--- config.mk ---
export PLATFORM = sky130hd
export DESIGN_NAME = cla8_seq_ctrl
export DESIGN_NICKNAME = d
export VERILOG_FILES = /design/src/rtl/cla8_seq_ctrl.sv
export SDC_FILE = /design/constraint.sdc
export NUM_CORES = 1
export LEC_CHECK = 0
export ABC_AREA = 1
export CAP_MARGIN = 20
export CELL_PAD_IN_SITES_DETAIL_PLACEMENT = 1
export CELL_PAD_IN_SITES_GLOBAL_PLACEMENT = 2
export CORE_MARGIN = 3
export CORE_UTILIZATION = 30
export DETAILED_ROUTE_END_ITERATION = 6
export GPL_TIMING_DRIVEN = 0
export HOLD_SLACK_MARGIN = 0.02
export PLACE_DENSITY = 0.92
export SYNTH_ARGS = -nofsm -noshare
export SYNTH_HDL_FRONTEND = slang
export SYNTH_SLANG_ARGS = --single-unit
--- constraint.sdc ---
create_clock -name clk -period 4.4 [get_ports clk]
set_input_delay 1.32 -clock clk [delete_from_list [all_inputs] [get_ports clk]]
set_output_delay 1.32 -clock clk [all_outputs]
set_load 0.05 [all_outputs]
--- src/rtl/cla8_seq_ctrl.sv ---
// rtl/cla8_seq_ctrl.sv - sequencer that time-shares one 8-bit CLA slice for WORDS*8-bit adds
//
// Purpose:
//   Holds both operands and walks the external CLA from the least-significant byte upwards.
//   Each slice is presented for SETTLE cycles before its sum byte and carry are captured.
//   Requests and results each use a valid/ready handshake. A result accept and a new request
//   can happen in the same cycle, so back-to-back operations have no idle cycle between them.
//
// Optional feature:
//   Define CLA8_SEQ_SUB_EN to add input in_sub, which is sampled at accept. When in_sub=1 the
//   block computes A - B as A + ~B + 1, and out_cout=1 means no borrow.
//
// Ports:
//   clk, rst_n                       clock, asynchronous active-low reset
//   in_valid/in_ready                request handshake
//   in_a, in_b, in_cin               operands and carry in (8*WORDS bits wide)
//   in_sub                           subtract select (only with CLA8_SEQ_SUB_EN)
//   out_valid/out_ready              result handshake
//   out_sum, out_cout                result and carry out of the top slice
//   busy                             high while slices are being processed
//   cla_a, cla_b, cla_cin            drive the external CLA slice
//   cla_sum, cla_cout                returned from the external CLA slice

module cla8_seq_ctrl #(
  parameter int WORDS  = 4,
  parameter int SETTLE = 2
) (
  input  logic                 clk,
  input  logic                 rst_n,
  input  logic                 in_valid,
  output logic                 in_ready,
  input  logic [8*WORDS-1:0]   in_a,
  input  logic [8*WORDS-1:0]   in_b,
  input  logic                 in_cin,
`ifdef CLA8_SEQ_SUB_EN
  input  logic                 in_sub,
`endif
  output logic                 out_valid,
  input  logic                 out_ready,
  output logic [8*WORDS-1:0]   out_sum,
  output logic                 out_cout,
  output logic                 busy,
  output logic [7:0]           cla_a,
  output logic [7:0]           cla_b,
  output logic                 cla_cin,
  input  logic [7:0]           cla_sum,
  input  logic                 cla_cout
);

  localparam int W    = 8 * WORDS;
  localparam int IDXW = (WORDS > 1) ? $clog2(WORDS) : 1;

  localparam logic [1:0] ST_IDLE = 2'd0;
  localparam logic [1:0] ST_RUN  = 2'd1;
  localparam logic [1:0] ST_DONE = 2'd2;

  localparam logic [IDXW-1:0] IDX_LAST = IDXW'(WORDS - 1);
  localparam logic [3:0]      CNT_LOAD = 4'(SETTLE - 1);

  logic [1:0]      state_q, state_d;
  logic [IDXW-1:0] idx_q,   idx_d;
  logic [3:0]      cnt_q,   cnt_d;
  logic            carry_q, carry_d;
  logic [W-1:0]    a_q,     a_d;
  logic [W-1:0]    b_q,     b_d;
  logic [W-1:0]    sum_q,   sum_d;
  logic            cout_q,  cout_d;

  logic            accept;
  logic [W-1:0]    b_acc;
  logic            cin_acc;
  logic [7:0]      slice_a, slice_b;

  assign in_ready  = (state_q == ST_IDLE) || ((state_q == ST_DONE) && out_ready);
  assign accept    = in_valid && in_ready;
  assign out_valid = (state_q == ST_DONE);
  assign busy      = (state_q == ST_RUN);
  assign out_sum   = sum_q;
  assign out_cout  = cout_q;

`ifdef CLA8_SEQ_SUB_EN
  // Subtraction as A + ~B + 1: the +1 rides in on the slice-0 carry.
  assign b_acc   = in_sub ? ~in_b : in_b;
  assign cin_acc = in_sub | in_cin;
`else
  assign b_acc   = in_b;
  assign cin_acc = in_cin;
`endif

  // Byte select by constant-index compare; the CLA sees only registered values, so its
  // inputs cannot glitch within a slice.
  always_comb begin
    slice_a = '0;
    slice_b = '0;
    for (int w = 0; w < WORDS; w++) begin
      if (idx_q == IDXW'(w)) begin
        slice_a = a_q[8*w +: 8];
        slice_b = b_q[8*w +: 8];
      end
    end
  end

  assign cla_a   = busy ? slice_a : 8'h00;
  assign cla_b   = busy ? slice_b : 8'h00;
  assign cla_cin = busy ? carry_q : 1'b0;

  always_comb begin
    state_d = state_q;
    idx_d   = idx_q;
    cnt_d   = cnt_q;
    carry_d = carry_q;
    a_d     = a_q;
    b_d     = b_q;
    sum_d   = sum_q;
    cout_d  = cout_q;

    case (state_q)
      ST_IDLE: ;
      ST_RUN: begin
        if (cnt_q != 4'd0) begin
          cnt_d = cnt_q - 4'd1;
        end else begin
          for (int w = 0; w < WORDS; w++) begin
            if (idx_q == IDXW'(w)) sum_d[8*w +: 8] = cla_sum;
          end
          carry_d = cla_cout;
          if (idx_q == IDX_LAST) begin
            cout_d  = cla_cout;
            state_d = ST_DONE;
          end else begin
            idx_d = idx_q + IDXW'(1);
            cnt_d = CNT_LOAD;
          end
        end
      end
      ST_DONE: begin
        if (out_ready) state_d = ST_IDLE;
      end
      default: state_d = ST_IDLE;
    endcase

    // accept is only possible in IDLE or at the DONE handshake, so it overrides the case above.
    if (accept) begin
      a_d     = in_a;
      b_d     = b_acc;
      carry_d = cin_acc;
      idx_d   = '0;
      cnt_d   = CNT_LOAD;
      sum_d   = '0;
      cout_d  = 1'b0;
      state_d = ST_RUN;
    end
  end

  always_ff @(posedge clk or negedge rst_n) begin
    if (!rst_n) begin
      state_q <= ST_IDLE;
      idx_q   <= '0;
      cnt_q   <= '0;
      carry_q <= 1'b0;
      a_q     <= '0;
      b_q     <= '0;
      sum_q   <= '0;
      cout_q  <= 1'b0;
    end else begin
      state_q <= state_d;
      idx_q   <= idx_d;
      cnt_q   <= cnt_d;
      carry_q <= carry_d;
      a_q     <= a_d;
      b_q     <= b_d;
      sum_q   <= sum_d;
      cout_q  <= cout_d;
    end
  end

endmodule

# Word level (Yosys, flattened, before mapping)
# Index checks and enable logic that the tools add are counted.
# op_classes
n_eq_ne,12
n_addsub,2
n_mux,38
reduce_logical,19
# op_table
op,n
8-bit 2-to-1 mux,14
32-bit 2-to-1 mux,3
2-bit 2-to-1 mux,8
4-bit 2-to-1 mux,4
3-bit AND reduction,5
2-bit nonzero test,5
1-bit 2-to-1 mux,8
"2-bit equality test, second input constant",3
"2-bit != test, second input constant",3
"3-bit by 1-bit != test with 1-bit output, second input constant",2
2-bit case mux with 3 select lines,1
"2-bit by 1-bit equality test with 1-bit output, second input constant",2
2-bit logical NOT,2
2-bit AND reduction,2
4-bit AND reduction,1
4-bit nonzero test,1
"4-bit by 1-bit subtractor with 4-bit output, second input constant",1
"3-bit by 2-bit != test with 1-bit output, second input constant",1
"3-bit != test, second input constant",1
"2-bit by 1-bit adder with 2-bit output, second input constant",1
1-bit logical AND,2
1-bit logical OR,1
# totals
out_inout_bits,53
regBits,106
in_bits,78
wordCells,82

# Depth between registers and ports, before layout
# Gate-level depths: netlist of run 1.
# depth
depth_word,6
depth_mapped,8
depth_no_buf,7

# Least setup slack after synthesis of run 1
# Ideal clock, no wire load.
# synth_path
path_type,input -> output
start,input port out_ready
end,output port in_ready
arrival_ns,2.127
setup_slack_ns,0.953
path_stages,3
required_ns,3.080
path_cell_list,inv_1 > a21oi_1 > clkbuf_1
# synth_via
elab_chain_len,2
# synth_lines
element,line_no,text
from (decl),39,"input logic out_ready,"
1-bit logical AND,74,assign in_ready = (state_q == ST_IDLE) || ((state_q == ST_DONE) && out_ready);
1-bit logical OR,74,
to (decl),31,"output logic in_ready,"
# Every way passes these cells.

# Worst setup path in the final report of run 1
# layout_path
start,register idx_q[0]
end,output port cla_b[4]
# layout_via
elab_chain_len,6
word_cells_on_any_way,9
# layout_lines
element,line_no,text
from (decl),61,"logic [IDXW-1:0] idx_q, idx_d;"
from (signal assigned),167,idx_q <= idx_d;
2-bit logical NOT,96,if (idx_q == IDXW'(w)) begin
8-bit 2-to-1 mux (3 in series),96,
8-bit 2-to-1 mux (*),96,
8-bit 2-to-1 mux (*),104,assign cla_b = busy ? slice_b : 8'h00;
to (decl),44,"output logic [7:0] cla_b,"
# Every way passes the cells marked *; elsewhere a longest branch is shown, timed or not.

==> flow_metrics.env, run 1 <==
export IMPL_overflow=0
export IMPL_hold_violations=0
export IMPL_ys_seq_area_share_pct=52.9
export IMPL_worst_r2r_path_depth=8
export IMPL_leakagePower_uw=0.00341
export IMPL_synthesis_nets=697
export IMPL_holdBufCountCts=0
export IMPL_grt_antenna_before_repair=0
export IMPL_cpMostUsedCell="sky130_fd_sc_hd__a21oi_1"
export IMPL_drtPass1Iterations=4
export IMPL_standard_cell_with_the_maximum_stage_delay_on_the_critical_path="sky130_fd_sc_hd__clkdlybuf4s50_1"
export IMPL_critical_path_startpoint_category="flop"
export IMPL_crit_path_cell_chain="inv_1 -> ha_1 -> buf_2 -> clkbuf_1 -> a21oi_1 -> a21oi_1 -> clkdlybuf4s50_1"
export IMPL_post_route_drc_count=0
export IMPL_viasPerCell=5.02
export IMPL_synth_seq_cells=106
export IMPL_capture_endpoint_of_the_worst_hold_path="a_q[25]$_DFFE_PN0P_"
export IMPL_final_setup_skew_ps=11.8
export IMPL_ys_types=22
export IMPL_setup_violations_final=0
export IMPL_ant_nets=0
export IMPL_overall_die_height_um=135
export IMPL_worstMarginPinSlew_ps=718
export IMPL_cellPowerDensity_nw_per_um2=827
export IMPL_post_route_cells_drive_above_1_share_pct=7.76
export IMPL_worst_hold_path_type="reg2reg"
export IMPL_finish_cell_count_without_fillers=976
export IMPL_sequential_cell_area_in_the_final_layout_um2=2650
export IMPL_num_nets_final=839
export IMPL_synth_top_area_share_pct=52.9
export IMPL_grt_first_pass_wirelength_um=28500
export IMPL_critical_path_n_buffers_inverters=4
export IMPL_ioPinCount=131
export IMPL_groute_usage_overall_pct=19.9
export IMPL_clock_path_buffers=2
export IMPL_data_required_time_at_the_worst_endpoint_ps=3080
export IMPL_synth_top_cells_by_count="sky130_fd_sc_hd__nand2_1 (243), sky130_fd_sc_hd__dfrtp_1 (106), sky130_fd_sc_hd__nand3_1 (81)"
export IMPL_number_of_violations_reported_at_the_end_of_detailed_routing_iteration_0=228
export IMPL_cpPeakStageDelay_ps=840
export IMPL_synth_most_common_cell="sky130_fd_sc_hd__nand2_1"
export IMPL_timing_max_cap_violations=0
export IMPL_syn_cell_area_um2=5010
export IMPL_maxSlewViolCount=0
export IMPL_std_cell_rows=46
export IMPL_slew_headroom_pct=52.2
export IMPL_ys_top_cells_by_area="sky130_fd_sc_hd__dfrtp_1 (53%), sky130_fd_sc_hd__nand2_1 (18%), sky130_fd_sc_hd__nand3_1 (8.1%)"
export IMPL_outcome="completed"
export IMPL_finalCritPeriodShare_pct=96.2
export IMPL_clock_root_buffer="sky130_fd_sc_hd__clkbuf_16"
export IMPL_synthCells=613
export IMPL_finalCriticalPeriod_ps=4230
export IMPL_cp_max_fo=10
export IMPL_cts_tree="done"
export IMPL_rsz0062_at_grt="no"
export IMPL_regToRegSetupSlack_ps=2570
export IMPL_grt_pass1_vias=5362
export IMPL_multi_input_comb_area_um2=2070
export IMPL_area_growth_synth_to_final_pct=38.4
export IMPL_start_util_pct=31.1
export IMPL_tritoncts_num_buffers=9
export IMPL_grt_start_max_net_pins=57
export IMPL_async_flop_share_pct=100
export IMPL_timing_critical_path_arrival_ps=2910
export IMPL_worst_setup_path_type="reg2out"
export IMPL_timing_fmax_mhz=236
export IMPL_hp_start="a_q[25]$_DFFE_PN0P_"
export IMPL_wire_per_inst_um=18.2
export IMPL_timing_rr_end="out_sum[18]$_DFFE_PN0P_"
export IMPL_die_area_um2=18300
export IMPL_min_path_cells=2
export IMPL_placement_io_buffers=130
export IMPL_worstSkewPairLatency_ps=360
export IMPL_synth_avg_cell_area_um2=8.17
export IMPL_number_of_antenna_diodes=0
export IMPL_synth_warnings=0
export IMPL_post_dp_hpwl_um=13400
export IMPL_fill_cells=1934
export IMPL_via_count=4902
export IMPL_ir_drop_uv=609
export IMPL_cp_top_family="buffers and inverters"
export IMPL_h_tree_depth=3
export IMPL_synth_flop_cell="sky130_fd_sc_hd__dfrtp_1"
export IMPL_die_x_extent_um=135
export IMPL_dpl_cell_count=960
export IMPL_gp_congestion=0.795
export IMPL_fp_coreArea_um2=16100
export IMPL_setup_worst_path_end_class="primary output"
export IMPL_critical_path_reg2reg_startpoint="idx_q[0]$_DFFE_PN0P_"
export IMPL_synth_edf_count=0
export IMPL_synth_largest_area_cell="sky130_fd_sc_hd__dfrtp_1"
export IMPL_tns_ps=0
export IMPL_detail_route_wirelength_um=17700
export IMPL_cts_sinks=106
export IMPL_worst_setup_hold_path_clk_slew_ps=70
-- metal layers --
| metal | share of wire [%] | track usage (%) |
|---|---|---|
| met5 | 0 | 0 |
| met2 | 48 | 33.5 |
| met4 | 1.9 | 6.16 |
| met1 | 46 | 26.3 |
| met3 | 4.3 | 3.27 |
-- report_power, final --
group	internal, uW	switching, uW	total (uW)	leakage [uW]
Combinational	1010	2180	3180	0.00190
Sequential	1400	260	1660	0.00135
Clock	530	363	893	0.000163
Total	2940	2800	5740	0.00341
-- flip-flops by register name (all words and copies together) (netlist names) --
| register | flops |
|---|---|
| b_q | 32 |
| cnt_q | 4 |
| carry_q | 1 |
| out_cout | 1 |
| out_sum | 32 |
| idx_q | 2 |
| state_q | 2 |
| a_q | 32 |
-- final cells by class --
type / instances / area share (%)
well taps: 216 / 3.90
repair buffers: 131 / 19.1
multi-input cells: 446 / 29.9
inverters: 15 / 0.812
clock buffers: 12 / 3.70
clock inverters: 4 / 1.06
flip-flops and latches: 106 / 38.2
plain buffers: 46 / 3.30
-- cell families after synthesis --
group / Yosys count / synth area share, %
AOI/OAI and AO/OA: 69 / 7.69
xor gates and xnor gates: 1 / 0.175
adders and majority gates: 6 / 1.50
buffers and inverters: 61 / 5.69
DFF: 106 / 52.9
and+or+nand+nor: 370 / 32.0
-- stage by stage --
step | hold WS, ps | utilization (%) | total power (uW) | cell area [um^2] | setup WS, ps
2_1_floorplan | 444 | - | 3700 | 5010 | 953
3_5_place_dp | 461 | 41.0 | 4850 | 6610 | -306
5_1_grt | 502 | 43.0 | 6110 | 6940 | 1.89
3_3_place_gp | 459 | 40.8 | 4740 | 6580 | -2030
6_report | 475 | 43.0 | 5740 | 6940 | 169
4_1_cts | 480 | 43.1 | 5780 | 6940 | 7.50
-- tightest hold or removal path, stage by stage, from the launching register on --
cell and delay (ps):
sky130_fd_sc_hd__dfrtp_1 340, sky130_fd_sc_hd__nand2_1 50, sky130_fd_sc_hd__nand2_1 50
-- placed cells by master, fill, tap and decap left out, types with 2 or more instances in the layout --
master and count:
sky130_fd_sc_hd__nand2_1 243, sky130_fd_sc_hd__clkdlybuf4s50_1 127, sky130_fd_sc_hd__dfrtp_1 106, sky130_fd_sc_hd__nand3_1 81
sky130_fd_sc_hd__nand4_1 37, sky130_fd_sc_hd__a21oi_1 33, sky130_fd_sc_hd__buf_2 29, sky130_fd_sc_hd__o21ai_0 20
sky130_fd_sc_hd__o211ai_1 16, sky130_fd_sc_hd__inv_1 13, sky130_fd_sc_hd__clkbuf_1 11, sky130_fd_sc_hd__clkbuf_16 9
sky130_fd_sc_hd__buf_4 6, sky130_fd_sc_hd__ha_1 6, sky130_fd_sc_hd__nor2_1 4, sky130_fd_sc_hd__nor2_2 2
sky130_fd_sc_hd__clkbuf_2 2, sky130_fd_sc_hd__clkbuf_8 2, sky130_fd_sc_hd__bufinv_16 2
-- what timing repair did --
item,CTS,global route
pin swaps,0,0
endpoints found under the setup margin,1,2
resized for setup,2,2
buffers inserted,0,0
-- worst max path at each step --
stage	depth (start not counted)	start	to	slack [ps]
floorplan	3	out_ready	in_ready	950
global placement	1	rst_n	b_q[25]$_DFFE_PN0P_	-2030
detailed placement	5	out_ready	in_ready	-310
CTS	5	out_ready	in_ready	8
global route	7	idx_q[0]$_DFFE_PN0P_	cla_b[3]	2
finish	7	idx_q[0]$_DFFE_PN0P_	cla_b[4]	170
Note: power is estimated with default switching activity, not from simulation.
==> inputs of run 2 (changes only) <==
Settings changed: CORE_MARGIN 3 to unset.
==> flow_metrics.env, run 2 (synthesis results as in run 1) <==
export IMPL_hold_violations=0
export IMPL_critical_path_n_buffers_inverters=4
export IMPL_cp_max_fo=10
export IMPL_maxSlewViolCount=0
export IMPL_worst_setup_hold_path_clk_slew_ps=60
export IMPL_outcome="completed"
export IMPL_final_setup_skew_ps=6.96
export IMPL_mostFrequentLayoutCell="sky130_fd_sc_hd__nand2_1"
export IMPL_layout_core_utilization_pct=43.1
export IMPL_critical_path_startpoint_category="input port"
export IMPL_die_x_extent_um=131
export IMPL_finalCritPeriodShare_pct=96.0
export IMPL_area_growth_synth_to_final_pct=38.5
export IMPL_timing_fmax_mhz=237
export IMPL_rsz0062_at_grt="no"
export IMPL_worstSkewPairLatency_ps=350
export IMPL_post_route_drc_count=0
export IMPL_viasPerCell=5.01
export IMPL_std_cell_rows=46
export IMPL_num_nets_final=839
export IMPL_finalCriticalPeriod_ps=4220
export IMPL_number_of_violations_reported_at_the_end_of_detailed_routing_iteration_0=347
export IMPL_cp_top_family="buffers and inverters"
export IMPL_via_count=4877
export IMPL_grt_antenna_before_repair=0
export IMPL_leakagePower_uw=0.00341
export IMPL_ant_nets=0
export IMPL_placement_io_buffers=130
export IMPL_slew_headroom_pct=55.0
export IMPL_worst_setup_path_type="in2out"
export IMPL_post_dp_hpwl_um=12900
export IMPL_data_required_time_at_the_worst_endpoint_ps=3080
export IMPL_ir_drop_uv=722
export IMPL_dpl_worst_slack_ps=-345
export IMPL_gp_congestion=0.821
export IMPL_fill_cells=1921
export IMPL_ioPinCount=131
export IMPL_final_area_um2=6940
export IMPL_multi_input_comb_area_um2=2070
export IMPL_clock_path_buffers=2
export IMPL_drtPass1Iterations=4
export IMPL_die_area_um2=17200
export IMPL_detail_route_wirelength_um=17100
export IMPL_fp_coreArea_um2=16100
export IMPL_grt_start_max_net_pins=59
export IMPL_timing_max_cap_violations=0
export IMPL_h_tree_depth=3
export IMPL_start_util_pct=31.1
export IMPL_worstMarginPinSlew_ps=675
export IMPL_cts_sinks=106
export IMPL_cpPeakStageDelay_ps=450
export IMPL_worst_hold_path_type="reg2reg"
export IMPL_groute_usage_overall_pct=20.4
export IMPL_sequential_cell_area_in_the_final_layout_um2=2650
export IMPL_postPlaceCellArea_um2=6610
export IMPL_cellPowerDensity_nw_per_um2=828
export IMPL_overflow=0
export IMPL_setup_worst_path_end_class="primary output"
export IMPL_mostFrequentLayoutCells="sky130_fd_sc_hd__nand2_1 (243), sky130_fd_sc_hd__clkdlybuf4s50_1 (127), sky130_fd_sc_hd__dfrtp_1 (106), sky130_fd_sc_hd__nand3_1 (81), sky130_fd_sc_hd__nand4_1 (37)"
export IMPL_overall_die_height_um=131
export IMPL_number_of_antenna_diodes=0
export IMPL_grt_pass1_vias=5083
export IMPL_tritoncts_num_buffers=9
export IMPL_timing_critical_path_arrival_ps=2900
export IMPL_standard_cell_with_the_maximum_stage_delay_on_the_critical_path="sky130_fd_sc_hd__clkdlybuf4s50_1"
export IMPL_crit_path_cell_chain="clkdlybuf4s50_1 -> inv_1 -> a21oi_1 -> clkbuf_2 -> clkdlybuf4s15_2"
export IMPL_setup_violations_final=0
export IMPL_layout_setup_ws_ps=177
export IMPL_wire_per_inst_um=17.6
export IMPL_cts_tree="done"
export IMPL_post_route_cells_drive_above_1_share_pct=7.66
export IMPL_clock_root_buffer="sky130_fd_sc_hd__clkbuf_16"
export IMPL_grt_first_pass_wirelength_um=27500
run 2: metrics by stage:
step | total power, uW | setup TNS [ps] | hold slack [ps] | cells
global route | 6090 | 0 | 495 | 973
global placement | 4730 | -216070 | 459 | 959
detailed placement | 4840 | -345 | 460 | 960
floorplan | 3700 | 0 | 444 | 613
CTS | 5790 | 0 | 476 | 973
finish | 5750 | 0 | 470 | 973
run 2: layer usage:
metal  vias up  routed length, um  GRT usage, %
li1       2322                  -             -
met1      2386               7780          26.7
met2       148               8140          34.3
met3        21                925          3.97
met4         0                280          5.42
met5         -                  0             0
run 2: cell type report:
type / instances / share of cell area [%]
tap: 216 / 3.89
clock inverter: 3 / 1.30
buffer: 46 / 3.32
sequential: 106 / 38.2
multi-input combinational: 446 / 29.9
inverter: 15 / 0.811
timing repair buffer: 131 / 19.2
clock buffer: 10 / 3.44
run 2: report_power, final:
group          total, uW  switching, uW  leakage (uW)  internal (uW)
clock network        910            347      0.000160            563
logic               3180           2170       0.00190           1010
registers           1660            259       0.00135           1400
run 2: worst reg2reg max path: cells and delay by family (launching register included):
| family | cells | cell delay [ps] |
|---|---|---|
| buffers and inverters | 3 | 570 |
| AND/OR/NAND/NOR | 4 | 570 |
| flip-flops | 1 | 420 |
| adder cells (fa/ha/maj) | 1 | 150 |
run 2: worst paths after layout:
check,to,startpoint,cells past startpoint,slack (ps)
min in group asynchronous,out_cout$_DFFE_PN0P_,rst_n,1,1010
max,in_ready,out_ready,5,180
max reg2reg,out_sum[16]$_DFFE_PN0P_,idx_q[0]$_DFFE_PN0P_,8,2580
min reg2reg,out_sum[13]$_DFFE_PN0P_,out_sum[13]$_DFFE_PN0P_,2,470
max in group asynchronous,b_q[25]$_DFFE_PN0P_,rst_n,2,2680
min,out_sum[13]$_DFFE_PN0P_,out_sum[13]$_DFFE_PN0P_,2,470
run 2: repair_timing:
item                                   in CTS  in global routing
resized for setup                           3                  3
setup endpoints to repair                   1                  2
setup buffers                               0                  0
pin swaps                                   0                  0
hold buffers                                0                  0
endpoints found under the hold margin       0                  0
